`src/rtl/bit_diff_rr_sched.sv`:
```
// bit_diff_rr_sched
//   Time-shares one bit-difference core among NUM_REQ requesters. A round-robin
//   arbiter accepts one job at a time in IDLE. The sequencer pulses core_go and
//   waits for core_done, then presents {id, result, error} on a valid/ready
//   response channel. A watchdog aborts jobs whose core never answers.
module bit_diff_rr_sched #(
  parameter int NUM_REQ = 4,
  parameter int WIDTH   = 8,
  parameter int TIMEOUT = 64
) (
  input  logic                                clk,
  input  logic                                rst,
  input  logic [NUM_REQ-1:0]                  req_valid,
  input  logic [NUM_REQ*WIDTH-1:0]            req_data,
  output logic [NUM_REQ-1:0]                  req_ready,
  output logic                                rsp_valid,
  input  logic                                rsp_ready,
  output logic [$clog2(NUM_REQ)-1:0]          rsp_id,
  output logic signed [$clog2(2*WIDTH+1)-1:0] rsp_result,
  output logic                                rsp_error,
  output logic                                core_go,
  output logic [WIDTH-1:0]                    core_data,
  input  logic signed [$clog2(2*WIDTH+1)-1:0] core_result,
  input  logic                                core_done,
  output logic                                busy
);

  localparam int RW  = $clog2(2*WIDTH+1);
  localparam int IDW = $clog2(NUM_REQ);
  localparam int CW  = $clog2(TIMEOUT+1);
  localparam logic [CW-1:0]  CNT_LAST = CW'(TIMEOUT-1);
  localparam logic [IDW-1:0] IDX_LAST = IDW'(NUM_REQ-1);

  typedef enum logic [2:0] {
    S_IDLE  = 3'd0,
    S_ISSUE = 3'd1,
    S_ARM   = 3'd2,
    S_WAIT  = 3'd3,
    S_RESP  = 3'd4
  } state_t;

  state_t                state_r, state_s;
  logic [IDW-1:0]        ptr_r, ptr_s;
  logic [CW-1:0]         cnt_r, cnt_s;
  logic [WIDTH-1:0]      data_r, data_s;
  logic [IDW-1:0]        id_r, id_s;
  logic signed [RW-1:0]  res_r, res_s;
  logic                  err_r, err_s;
  logic                  go_r, rsp_valid_r, busy_r;
  logic                  grant_any_s;
  logic [IDW-1:0]        grant_idx_s;
  logic [NUM_REQ-1:0]    grant_vec_s;

  // Index reached by stepping 'off' places from 'base' around the requester ring.
  function automatic logic [IDW-1:0] rr_idx(input logic [IDW-1:0] base, input int unsigned off);
    int unsigned sum;
    sum = 32'(base) + off;
    return IDW'(sum % 32'(NUM_REQ));
  endfunction

  // Round-robin search: first asserted request starting at the pointer.
  always_comb begin
    grant_any_s = 1'b0;
    grant_idx_s = '0;
    for (int unsigned k = 0; k < 32'(NUM_REQ); k++) begin
      if (!grant_any_s && req_valid[rr_idx(ptr_r, k)]) begin
        grant_any_s = 1'b1;
        grant_idx_s = rr_idx(ptr_r, k);
      end else begin
        grant_any_s = grant_any_s;
      end
    end
  end

  // One-hot accept pulse, only while idle and never during reset.
  always_comb begin
    grant_vec_s = '0;
    if ((state_r == S_IDLE) && grant_any_s && !rst) begin
      grant_vec_s[grant_idx_s] = 1'b1;
    end else begin
      grant_vec_s = '0;
    end
  end

  // Sequencer next-state and datapath capture.
  always_comb begin
    state_s = state_r;
    ptr_s   = ptr_r;
    cnt_s   = cnt_r;
    data_s  = data_r;
    id_s    = id_r;
    res_s   = res_r;
    err_s   = err_r;
    case (state_r)
      S_IDLE: begin
        if (grant_any_s) begin
          state_s = S_ISSUE;
          data_s  = req_data[int'(grant_idx_s)*WIDTH +: WIDTH];
          id_s    = grant_idx_s;
          if (grant_idx_s == IDX_LAST) begin
            ptr_s = '0;
          end else begin
            ptr_s = grant_idx_s + IDW'(1);
          end
        end else begin
          state_s = S_IDLE;
        end
      end
      S_ISSUE: begin
        state_s = S_ARM;
      end
      S_ARM: begin
        // done may still be high from the previous job here; it is ignored
        cnt_s   = '0;
        state_s = S_WAIT;
      end
      S_WAIT: begin
        if (core_done) begin
          res_s   = core_result;
          err_s   = 1'b0;
          state_s = S_RESP;
        end else if (cnt_r == CNT_LAST) begin
          res_s   = '0;
          err_s   = 1'b1;
          state_s = S_RESP;
        end else begin
          cnt_s = cnt_r + CW'(1);
        end
      end
      S_RESP: begin
        if (rsp_ready) begin
          state_s = S_IDLE;
        end else begin
          state_s = S_RESP;
        end
      end
      default: begin
        state_s = S_IDLE;
      end
    endcase
  end

  // State, datapath and registered status flags; async reset aborts any job.
  always_ff @(posedge clk or posedge rst) begin
    if (rst) begin
      state_r     <= S_IDLE;
      ptr_r       <= '0;
      cnt_r       <= '0;
      data_r      <= '0;
      id_r        <= '0;
      res_r       <= '0;
      err_r       <= 1'b0;
      go_r        <= 1'b0;
      rsp_valid_r <= 1'b0;
      busy_r      <= 1'b0;
    end else begin
      state_r     <= state_s;
      ptr_r       <= ptr_s;
      cnt_r       <= cnt_s;
      data_r      <= data_s;
      id_r        <= id_s;
      res_r       <= res_s;
      err_r       <= err_s;
      go_r        <= (state_s == S_ISSUE);
      rsp_valid_r <= (state_s == S_RESP);
      busy_r      <= (state_s != S_IDLE);
    end
  end

  assign req_ready  = grant_vec_s;
  assign core_go    = go_r;
  assign core_data  = data_r;
  assign rsp_valid  = rsp_valid_r;
  assign rsp_id     = id_r;
  assign rsp_result = res_r;
  assign rsp_error  = err_r;
  assign busy       = busy_r;

endmodule

```
`config.mk`:
```
export PLATFORM = sky130hd
export DESIGN_NAME = bit_diff_rr_sched
export DESIGN_NICKNAME = d
export VERILOG_FILES = /design/src/rtl/bit_diff_rr_sched.sv
export SDC_FILE = /design/constraint.sdc
export NUM_CORES = 1
export LEC_CHECK = 0
export ABC_AREA = 1
export ABC_CLOCK_PERIOD_IN_PS = 3760
export CAP_MARGIN = 20
export CELL_PAD_IN_SITES_DETAIL_PLACEMENT = 0
export CELL_PAD_IN_SITES_GLOBAL_PLACEMENT = 1
export CORE_ASPECT_RATIO = 0.75
export CORE_MARGIN = 5
export CORE_UTILIZATION = 34
export DETAILED_ROUTE_END_ITERATION = 6
export MAX_ROUTING_LAYER = met4
export PLACE_DENSITY = 0.94
export SLEW_MARGIN = 25
export SYNTH_ARGS = -nofsm -noshare
export SYNTH_HDL_FRONTEND = slang
export SYNTH_SLANG_ARGS = --single-unit
export TNS_END_PERCENT = 30
```
`constraint.sdc`:
```
create_clock -name clk -period 3.76 [get_ports clk]
set_input_delay 0.564 -clock clk [delete_from_list [all_inputs] [get_ports clk]]
set_output_delay 0.564 -clock clk [all_outputs]
set_load 0.05 [all_outputs]
```
==> reports/metrics.csv, run 1 <==
stage;metric;value;unit
outcome;result of the run;complete, no violations;
sta;minimum clock period after layout;3.20;ns
placed_design;post-place instance area;2810;um2
floorplan;num ports;68;
floorplan;row count;24;
finish;combined area of the multi-input logic cells;971;um2
setup_path;register-to-register setup slack;1.47;ns
placed_design;placement-stage worst setup slack;0.559;ns
setup_path;Setup Crit Path Kind;primary input to output port;
logic_synthesis;number of nets produced by synthesis;349;
placed_design;Port Buffers;67;
logic_synthesis;syn avg cell area;6.83;um2
logic_synthesis;fraction of synthesized area in multiplexers;0.490;%
sta;max-slew violation count;0;
pwr;leakage component of the power;1.53;nW
logic_synthesis;YS warnings;0;
grt;Global Route Usage Sum;13.9;%
sta;setup slack of the critical path after layout;0.557;ns
grt;global-route wire length before repair;8.49;mm
clock_network;clock buffers created by TritonCTS;5;
sta;Peak Freq;0.312;GHz
pwr;largest vdd supply drop;0.000632;V
detailed_routing;remaining number of nets flagged by the antenna check after routing;0;
finish;share of post-route cells with drive strength above 1;8.42;%
logic_synthesis;fraction of the yosys area taken by sequential cells;38.0;%
detailed_routing;DR DRC count;0;
logic_synthesis;simple-gate portion of the synthesized area;37.4;%
grt;maximum number of pins on one net before global-route repair;32;
finish;register area;776;um2
flow_run;Max Cap Violations;0;
floorplan;initial core utilization;35.1;%
sta;Setup Skew;0.00180;ns
setup_path;Critical Path Start Type;primary input;
setup_path;most common cell type on the critical path;sky130_fd_sc_hd__nand3_1;
detailed_routing;Routed WL;5.06;mm
detailed_routing;count of TritonRoute iterations in the first routing pass;4;
min_path;Hold/Removal Path Class;register to register;
logic_synthesis;post-synth design cell area;2040;um2
clock_network;worst-skew pair later-pin latency;0.28;ns
setup_path;data arrival time of the critical path;2.64;ns
clock_network;cell at the root of the clock tree;sky130_fd_sc_hd__clkbuf_8;
placed_design;HPWL after detailed placement;4.05;mm
floorplan;die outline width;99.5;um
pwr;power per unit of standard cell area;967;nW/um2
sta;normalized max-slew margin;65.2;%
finish;non-filler instance count after layout;446;
grt;number of global-route vias before repair;1891;
sta;Final Setup Violations;0;
detailed_routing;wire length per cell after detailed routing;11.3;um
grt;number of antenna violations at the first check in global routing;0;
finish;nets;418;
grt;GRT Residual Overflow;0;
detailed_routing;initial detailed-routing violation count;84;
setup_path;maximum fanout count along the critical path;9;
logic_synthesis;Yosys cell types;23;
setup_path;ordered cell list for the critical path;clkdlybuf4s50_1 -> inv_1 -> nand2_1 -> nand3_1 -> nand2_2 -> nor2_4 -> nand3_1 -> nand3_1 -> nand2_1 -> inv_2 -> ha_1 -> inv_1 -> nor2_1 -> buf_12;
finish;antenna diode count;0;
setup_path;data required time of the critical path;3.20;ns
sta;Worst-Margin Slew;0.520;ns
floorplan;floorplan die height;77.1;um
sta;total count of hold-check failures in the final report;0;
logic_synthesis;adder and majority cell fraction of the synthesized area;3.06;%
detailed_routing;average via count per standard cell;4.64;
clock_network;Max Root-Sink Buffers;2;
sta;final-layout worst hold slack;0.457;ns
finish;leading cell types in the layout, fill and taps excluded;102 x sky130_fd_sc_hd__nand2_1, 63 x sky130_fd_sc_hd__clkdlybuf4s50_1, 53 x sky130_fd_sc_hd__inv_1;
setup_path;Critical-path top delay cell;sky130_fd_sc_hd__clkdlybuf4s50_1;
clock_network;Sinks on Clock Net;31;
finish;Util after Layout;49.8;%
logic_synthesis;synthesized instance count;299;
clock_network;number of buffers inserted by post-CTS setup repair;0;
detailed_routing;via count;2070;
pwr;Power Total;2.80;mW
sta;setup repair after global routing missed its margin;no;
finish;area added between synthesis and finish;41.9;%
finish;Filler Cell Count;597;
finish;most frequent standard cell in the layout excluding fill and tap cells;sky130_fd_sc_hd__nand2_1;
logic_synthesis;post-synthesis compound-gate area fraction;6.55;%
logic_synthesis;number of register bits inferred by synthesis;31;
clock_network;H-tree depth reported by CTS;2;
sta;sum of negative setup slack;0;ns
setup_path;max incr delay on CP;0.42;ns
logic_synthesis;largest family of logic cells by synthesized area;simple AND/OR/NAND/NOR gates;
clock_network;CTS tree;yes;
logic_synthesis;xor and xnor area share after synthesis;0;%
placed_design;routability congestion estimate;0.859;
floorplan;core outline area;5830;um2
clock_network;clock-pin slew reported for the worst setup and hold paths after clock tree synthesis;0.06;ns
clock_network;Post-CTS Hold Fix Bufs;0;
sta;final period utilization;85.2;%
finish;area of all placed cells without fillers;2900;um2
setup_path;capturing element type of the critical path;output port;
floorplan;die area;7680;um2
clock_network;quantity of gates resized following cts;0;
placed_design;placed insts;439;
## layer usage
layer	up-vias	share of wire, %	track usage, %
li1	1065	-	-
met1	938	49	19.2
met3	4	6.4	4.35
met2	63	44	20.2
met5	-	0	-
met4	0	0.59	2.46
## synthesized netlist by cell type, drive strengths merged
cell,n,area [um2]
nand2,108,420
inv,59,226
dfrtp,31,776
nand3,27,158
nor2,20,82.6
nand4,15,93.8
o21ai,11,55.1
buf,9,70.1
a22o,5,43.8
ha,5,62.6
a21oi,3,15.0
a31oi,2,12.5
nor3,2,10.0
mux2i,1,10.0
o21bai,1,7.51
## kinds of logic (layout without fill, tap and decap cells)
group	Yosys count	in the layout
flops	31	31
buf+inv	68	137
compound gates	22	22
mux	1	1
fa+ha+maj	5	5
simple gates	172	172
## final cells by class
cell class	instances	share of cell area, %
Clock inverter	1	0.173
Inverter	59	7.81
Tap cell	78	3.37
Clock buffer	6	2.85
Sequential cell	31	26.8
Timing Repair Buffer	71	25.6
Multi-Input combinational cell	200	33.5
## sequential cells by signal, indices dropped and copies added, names as in the netlist
name        flops
state_r         3
rsp_valid       1
rsp_error       1
rsp_result      5
busy            1
core_go         1
ptr_r           2
cnt_r           7
core_data       8
rsp_id          2
## worst max-delay path: cells and delay by family
family	cells	cell delay, ns
AND/OR/NAND/NOR	8	0.98
buffers and inverters	5	0.92
adder cells (fa/ha/maj)	1	0.17
## final timing paths
path | from | endpoint | cells past startpoint
worst max-delay path | req_valid[1] | req_ready[2] | 14
worst min-delay path | cnt_r[6] | cnt_r[6] | 1
worst max register to register | ptr_r[0] | core_data[5] | 14
worst min register to register | cnt_r[6] | cnt_r[6] | 1
max in group asynchronous | rst | core_data[3] | 3
min in group asynchronous | rst | ptr_r[1] | 3
## report_power, final
group          switching (mW)  internal (mW)  leakage (nW)
Clock                   0.119          0.143        0.0470
Combinational            1.29          0.670          1.09
Sequential              0.107          0.473         0.395
No activity file was read; power rests on OpenSTA's default activity.
==> inputs of run 2 (changes only) <==
Settings changed: CAP_MARGIN 20 to not set, CORE_UTILIZATION 34 to 47, DONT_BUFFER_PORTS set to 1, PLACE_DENSITY 0.94 to 0.93, SETUP_SLACK_MARGIN set to 0.2.
==> run 2 against run 1 <==
Against the previous run:
- cell area down 24%
- critical path type is now register to output port
- via count decreased by 14%
- largest cell class unchanged
- utilization up 3.7 points
- register-to-register slack lost 0.03 ns
- critical path depth down 2
- global-route usage is 3.5 points higher
- sequential share of layout area is 8.4 points higher
==> reports/metrics.csv, run 2 (synthesized netlist as in run 1, its figures left out) <==
stage;metric;value;unit
setup_path;gate family responsible for the most delay along the worst path;simple AND/OR/NAND/NOR gates;
sta;final period utilization;85.3;%
sta;Worst-Margin Slew;0.503;ns
setup_path;Critical path buffers and inverters;3;
detailed_routing;via count;1790;
setup_path;Worst Setup SP;ptr_r[0];
placed_design;routability congestion estimate;0.847;
floorplan;num ports;68;
setup_path;register-to-register setup slack;1.44;ns
grt;number of antenna violations at the first check in global routing;0;
flow_run;Max Cap Violations;0;
grt;global-route wire length before repair;7.61;mm
setup_path;length in cells of the worst reg-to-reg path;12;
clock_network;clock buffers created by TritonCTS;5;
setup_path;max incr delay on CP;0.61;ns
grt;maximum number of pins on one net before global-route repair;33;
clock_network;worst-skew pair later-pin latency;0.28;ns
placed_design;Port Buffers;0;
sta;sum of negative setup slack;0;ns
detailed_routing;DR DRC count;0;
detailed_routing;count of TritonRoute iterations in the first routing pass;4;
setup_path;Setup Crit Path Kind;register to output port;
setup_path;crit path to;req_ready[2];
clock_network;number of buffers inserted by post-CTS setup repair;0;
floorplan;row count;20;
setup_path;ordered cell list for the critical path;inv_6 -> nand2_2 -> nand2_2 -> nand2_1 -> nand2_1 -> nor2_4 -> nand3_4 -> nand2_2 -> inv_2 -> nand2_1 -> nor2_1 -> buf_4;
floorplan;floorplan die height;67.1;um
detailed_routing;remaining number of nets flagged by the antenna check after routing;0;
finish;area added between synthesis and finish;8.02;%
finish;max reg flops;8;
setup_path;WP depth;12;
detailed_routing;initial detailed-routing violation count;88;
grt;Global Route Usage Sum;17.4;%
setup_path;maximum fanout count along the critical path;16;
outcome;result of the run;complete, no violations;
grt;number of global-route vias before repair;1634;
sta;Setup Skew;0.00443;ns
finish;nets;353;
sta;normalized max-slew margin;66.5;%
sta;Final Setup Violations;0;
sta;Peak Freq;0.312;GHz
sta;max-slew violation count;0;
finish;leading cell types in the layout, fill and taps excluded;102 x sky130_fd_sc_hd__nand2_1, 53 x sky130_fd_sc_hd__inv_1, 31 x sky130_fd_sc_hd__dfrtp_1;
detailed_routing;Routed WL;4.55;mm
sta;minimum clock period after layout;3.21;ns
grt;GRT Residual Overflow;0;
setup_path;Critical-path top delay cell;sky130_fd_sc_hd__dfrtp_1;
floorplan;die outline width;86.1;um
clock_network;Sinks on Clock Net;31;
floorplan;die area;5780;um2
finish;share of post-route cells with drive strength above 1;9.87;%
clock_network;clock-pin slew reported for the worst setup and hold paths after clock tree synthesis;0.07;ns
sta;setup repair after global routing missed its margin;no;
floorplan;core outline area;4130;um2
detailed_routing;wire length per cell after detailed routing;12.7;um
min_path;Hold/Removal Path Class;primary input to asynchronous set/reset pin;
setup_path;data arrival time of the critical path;2.64;ns
setup_path;Critical Path Start Type;register;
clock_network;H-tree depth reported by CTS;2;
sta;total count of hold-check failures in the final report;0;
setup_path;startpoint of the most critical register-to-register path;ptr_r[0];
setup_path;data required time of the critical path;3.20;ns
detailed_routing;average via count per standard cell;4.99;
setup_path;endpoint of the lowest-slack register-to-register path;ptr_r[1];
placed_design;HPWL after detailed placement;3.46;mm
finish;most frequent standard cell in the layout excluding fill and tap cells;sky130_fd_sc_hd__nand2_1;
finish;antenna diode count;0;
floorplan;initial core utilization;49.5;%
clock_network;cell at the root of the clock tree;sky130_fd_sc_hd__clkbuf_8;
setup_path;capturing element type of the critical path;output port;
clock_network;CTS tree;yes;
clock_network;Max Root-Sink Buffers;2;
[run 2: changes by cell type in the layout (fill, tap and decap cells not counted), sizes merged]
cell,delta
clkinv,+1
clkdlybuf4s50,-63
buf,-2
clkbuf,-1
bufinv,+1
[run 2: stage by stage]
stage	hold slack (ns)	instances	setup slack [ns]	area (um2)	utilization (%)
CTS	0.261	359	0.477	2200	53.3
floorplan	0.433	299	0.990	2040	-
global placement	0.446	351	0.810	2090	50.5
detailed placement	0.457	351	0.789	2090	50.5
finish	0.248	359	0.554	2210	53.5
global route	0.296	359	0.353	2210	53.5
[run 2: metal layers]
layer | global-route usage (%) | part of all wire, % | up-vias
met5 | - | 0 | -
li1 | - | - | 937
met1 | 24.7 | 50 | 787
met2 | 23.9 | 42 | 63
met4 | 1.78 | 0.35 | 0
met3 | 6.80 | 7.9 | 3
[run 2: timing repair]
item	4_1_cts	5_1_grt
resized for setup	0	1
hold buffers	0	0
setup endpoints to repair	0	2
[run 2: worst min path at each step]
stage	start	to	slack (ns)	cells after the start
finish	rst	ptr_r[1]	0.25	2
global placement	cnt_r[6]	cnt_r[6]	0.45	1
CTS	rst	rsp_error	0.26	2
floorplan	cnt_r[6]	cnt_r[6]	0.43	1
detailed placement	cnt_r[6]	cnt_r[6]	0.46	1
global route	rst	cnt_r[0]	0.30	2
[run 2: area by class of cell]
cell class | instances | area (um2)
Fill cell | 425 | 1920
Multi-Input combinational cell | 200 | 978
Sequential cell | 31 | 776
Inverter | 59 | 226
Clock buffer | 5 | 68.8
Tap cell | 55 | 68.8
Timing Repair Buffer | 6 | 45.0
Clock inverter | 3 | 43.8
Power of run 2 is left out: the tool's default activity adds up to more than one toggle a clock period on the data nets, which glitch-free logic cannot reach.
==> RTL edit 1 (settings of run 1) <==
Set the parameter `TIMEOUT` to 128 (it was 64).
--- a/src/rtl/bit_diff_rr_sched.sv
+++ b/src/rtl/bit_diff_rr_sched.sv
@@ -6,7 +6,7 @@
 module bit_diff_rr_sched #(
   parameter int NUM_REQ = 4,
   parameter int WIDTH   = 8,
-  parameter int TIMEOUT = 64
+  parameter int TIMEOUT = 128
 ) (
   input  logic                                clk,
   input  logic                                rst,
Formal check against the unedited RTL: same outputs for any inputs over 4 cycles, from zero or initial values and one cycle with rst high; that may be too few to reach the edited logic, so the function may still have changed.
==> RTL edit 1 against run 1 <==
Setup slack got worse by 86 ps; critical path depth stayed put; total power decreased by 5.8%; synthesized area decreased by 0.98%; worst hold slack gained 35 ps; sequential cell count increased by 1; wire length increased by 0.57%; core utilization rose by 0.30 points; final area hardly changed; largest cell class unchanged.
==> RTL edit 1: results (changes against run 1) <==
qor: status.outcome complete, no violations [unchanged]
qor: synthesis.post_syn_area_per_cell 7.17 sq um [was 6.83 sq um]
qor: route.detail_route.iter0.violations 63 [was 84]
qor: placed_design.gp_routability_congestion 0.910 [was 0.859]
qor: critical_path.critical_path.max_fanout 27 [was 9]
qor: critical_path.worst_setup_path_startpoint ptr_r[0] [was req_valid[1]]
qor: layout.post_route_cells_drive_above_1_share 11.0% [was 8.42%]
qor: critical_path.crit_slowest_cell sky130_fd_sc_hd__dfrtp_1 [was sky130_fd_sc_hd__clkdlybuf4s50_1]
qor: synthesis.yosys-top-cells-area sky130_fd_sc_hd__dfrtp_1 40%, sky130_fd_sc_hd__nand2_1 16%, sky130_fd_sc_hd__inv_1 8.5%, sky130_fd_sc_hd__nand3_1 6.9%, sky130_fd_sc_hd__nor2_1 3.7% [was sky130_fd_sc_hd__dfrtp_1 38%, sky130_fd_sc_hd__nand2_1 19%, sky130_fd_sc_hd__inv_1 9.7%, sky130_fd_sc_hd__nand3_1 5.9%, sky130_fd_sc_hd__nand4_1 4.6%]
qor: timing.clock_skew 3.33 ps [was 1.80 ps]
qor: layout.final_net_count 403 [was 418]
qor: power_and_ir_drop.power_leakage 1.43 nW [was 1.53 nW]
qor: layout.clk_share 3.71% [was 3.02%]
qor: grt.use_met2 21.6% [was 20.2%]
qor: route.drt_wl_total 5090 um [was 5060 um]
qor: placed_design.preCtsSetupSlack 479 ps [was 559 ps]
qor: layout.n_fill_cell 545 [was 597]
qor: critical_path.max_stage_delay 600 ps [was 420 ps]
qor: route.wl_met3 272 um [was 325 um]
qor: layout.n_multi_input_combinational_cell 197 [was 200]
qor: critical_path.critPathCapture req_ready[1] [was req_ready[2]]
qor: route.met1_length 2480 um [was 2500 um]
qor: grt.grt.met1_usage 18.3% [was 19.2%]
qor: critical_path.rr_endpoint ptr_r[1] [was core_data[5]]
qor: grt.first_pass_grt_wire_length 8670 um [was 8490 um]
qor: critical_path.r2r_setup_slack 1240 ps [was 1470 ps]
qor: timing.max_slew.worst_pin.slew 522 ps [was 520 ps]
qor: power_and_ir_drop.powerDensity 911 nW/um^2 [was 967 nW/um^2]
-- RTL edit 1: worst min path at each step --
stage               startpoint          to  slack, ps  cells after the start
floorplan           state_r[2]  state_r[1]        490                      1
global placement     rsp_id[0]   rsp_id[0]        470                      2
detailed placement   rsp_id[0]   rsp_id[0]        480                      2
CTS                  rsp_id[0]   rsp_id[0]        490                      2
global route         rsp_id[0]   rsp_id[0]        520                      2
finish               rsp_id[0]   rsp_id[0]        490                      2
-- RTL edit 1: cell families (layout without fill, tap and decap cells) --
group / Yosys count / in the layout / share of synthesized area [%]
simple gates: 167 / 167 / 38.6
flops: 32 / 32 / 39.6
compound gates: 24 / 24 / 7.61
buf+inv: 53 / 125 / 10.7
xor+xnor: 1 / 1 / 0.433
fa+ha+maj: 5 / 5 / 3.09
-- RTL edit 1: stage by stage --
stage / area [sq um] / hold slack, ps
detailed placement: 2790 / 476
finish: 2900 / 492
floorplan: 2020 / 489
global placement: 2790 / 473
CTS: 2900 / 493
global route: 2900 / 524
==> RTL edit 2 (flow settings as in run 1) <==
Made on the original files. Reset style: synchronous (`rst`), changed in one clocked block. Comments in the files are not updated.
--- a/src/rtl/bit_diff_rr_sched.sv
+++ b/src/rtl/bit_diff_rr_sched.sv
@@ -141,7 +141,7 @@
   end
 
   // State, datapath and registered status flags; async reset aborts any job.
-  always_ff @(posedge clk or posedge rst) begin
+  always_ff @(posedge clk) begin
     if (rst) begin
       state_r     <= S_IDLE;
       ptr_r       <= '0;
Check against the original RTL: differs if rst is asserted again (counterexample within 4 cycles, from zero or initial values and one cycle with rst high); with rst held inactive, the same outputs for 4 cycles.
==> RTL edit 2 against run 1 <==
Cell count rose by 4.5%; largest cell class unchanged; largest power group unchanged; final area rose by 0.82%; clock skew rose by 1.2 ps; wire length rose by 6.0%; critical endpoint is now req_ready[0]; setup slack got worse by 130 ps; synthesized area rose by 2.7%; sequential cell count did not move; total power fell by 20%.
==> RTL edit 2: results (changes against run 1) <==
qor: critical_path.worst_endpoint_data_arrival_time 2770 ps [was 2640 ps]
qor: power_and_ir_drop.power_leakage 1.38 nW [was 1.53 nW]
qor: timing.fin_ws 428 ps [was 557 ps]
qor: layout.multi_input_area 1150 sq um [was 971 sq um]
qor: grt.pin_count_of_the_biggest_net_entering_global_routing 25 [was 32]
qor: synthesis.syn-num-nets 373 [was 349]
qor: layout.n_fill_cell 605 [was 597]
qor: route.met1_length 2610 um [was 2500 um]
qor: critical_path.worst_r2r_path_depth 12 [was 14]
qor: critical_path.crit-reg2reg-launch ptr_r[0] [unchanged]
qor: grt.first_pass_grt_wire_length 8790 um [was 8490 um]
qor: grt.grt.met1_usage 18.0% [was 19.2%]
qor: route.post_drt_wl_per_cell 11.5 um [was 11.3 um]
qor: synthesis.yosys-top-cells-count 65 x sky130_fd_sc_hd__inv_1, 60 x sky130_fd_sc_hd__nand2_1, 33 x sky130_fd_sc_hd__nand3_1 [was 102 x sky130_fd_sc_hd__nand2_1, 53 x sky130_fd_sc_hd__inv_1, 31 x sky130_fd_sc_hd__dfrtp_1]
qor: placed_design.detailed_place_hpwl 4200 um [was 4050 um]
qor: layout.finalNonFillerCells 466 [was 446]
qor: grt.use_met2 21.7% [was 20.2%]
qor: placed_design.place_area 2850 sq um [was 2810 sq um]
qor: critical_path.worst_setup_path_startpoint req_valid[2] [was req_valid[1]]
qor: power_and_ir_drop.sw_frac_of_total 53.3% [was 54.1%]
qor: status.outcome complete, no violations [unchanged]
qor: grt.first_global_vias 1941 [was 1891]
qor: route.met2RoutedLength 2440 um [was 2200 um]
qor: timing.clock_skew 2.97 ps [was 1.80 ps]
qor: layout.post_route_cells_drive_above_1_share 11.9% [was 8.42%]
qor: route.wl_met3 281 um [was 325 um]
qor: grt.groute.usage.overall 13.9% [about the same]
qor: placed_design.preCtsSetupSlack 422 ps [was 559 ps]
qor: synthesis.post_syn_area_per_cell 6.50 sq um [was 6.83 sq um]
qor: placed_design.gp_routability_congestion 0.819 [was 0.859]
qor: critical_path.r2r_setup_slack 1230 ps [was 1470 ps]
qor: critical_path.max_stage_delay 480 ps [was 420 ps]
qor: critical_path.rr_endpoint ptr_r[1] [was core_data[5]]
qor: power_and_ir_drop.sequentialPowerShare 21.0% [was 20.7%]
qor: critical_path.critPathCapture req_ready[0] [was req_ready[2]]
qor: synthesis.seq_area_frac_synth 29.6% [was 38.0%]
qor: route.detail_route.iter0.violations 76 [was 84]
qor: grt.grtUsageMet3 3.81% [was 4.35%]
[RTL edit 2: cell count changes after synthesis, moves of 4 or more]
| cell | change |
|---|---|
| sky130_fd_sc_hd__a22o_1 | -5 |
| sky130_fd_sc_hd__nand2_2 | +12 |
| sky130_fd_sc_hd__dfrtp_1 | -31 |
| sky130_fd_sc_hd__dfxtp_1 | +31 |
| sky130_fd_sc_hd__nand3_1 | +9 |
| sky130_fd_sc_hd__nand4_1 | +4 |
| sky130_fd_sc_hd__nand2_4 | +5 |
| sky130_fd_sc_hd__a21oi_1 | +11 |
| sky130_fd_sc_hd__nor2_1 | +13 |
| sky130_fd_sc_hd__inv_1 | +12 |
| sky130_fd_sc_hd__nand2_1 | -42 |
[RTL edit 2: how the worst min path moves through the flow]
stage | endpoint | cells after the start | slack [ps]
floorplan | cnt_r[5] | 2 | 430
global placement | cnt_r[5] | 2 | 440
detailed placement | rsp_result[0] | 2 | 450
CTS | rsp_result[0] | 2 | 460
global route | cnt_r[5] | 2 | 480
finish | rsp_result[0] | 2 | 460
[RTL edit 2: cell families (layout without fill, tap and decap cells)]
| family | after synthesis | in the layout | share of synthesized area, % |
|---|---|---|---|
| and+or+nand+nor | 176 | 176 | 42.9 |
| DFF | 31 | 31 | 29.6 |
| adders and majority gates | 5 | 5 | 2.98 |
| buffers and inverters | 79 | 144 | 15.8 |
| xor gates and xnor gates | 2 | 2 | 0.835 |
| AOI/OAI and AO/OA | 30 | 30 | 7.93 |
[RTL edit 2: cell type report]
class,count,share of cell area [%]
Multi-Input combinational cell,213,39.2
Sequential cell,31,21.2
Tap cell,78,3.34
Inverter,70,9.16
Clock buffer,6,2.48
Timing Repair Buffer,68,24.6
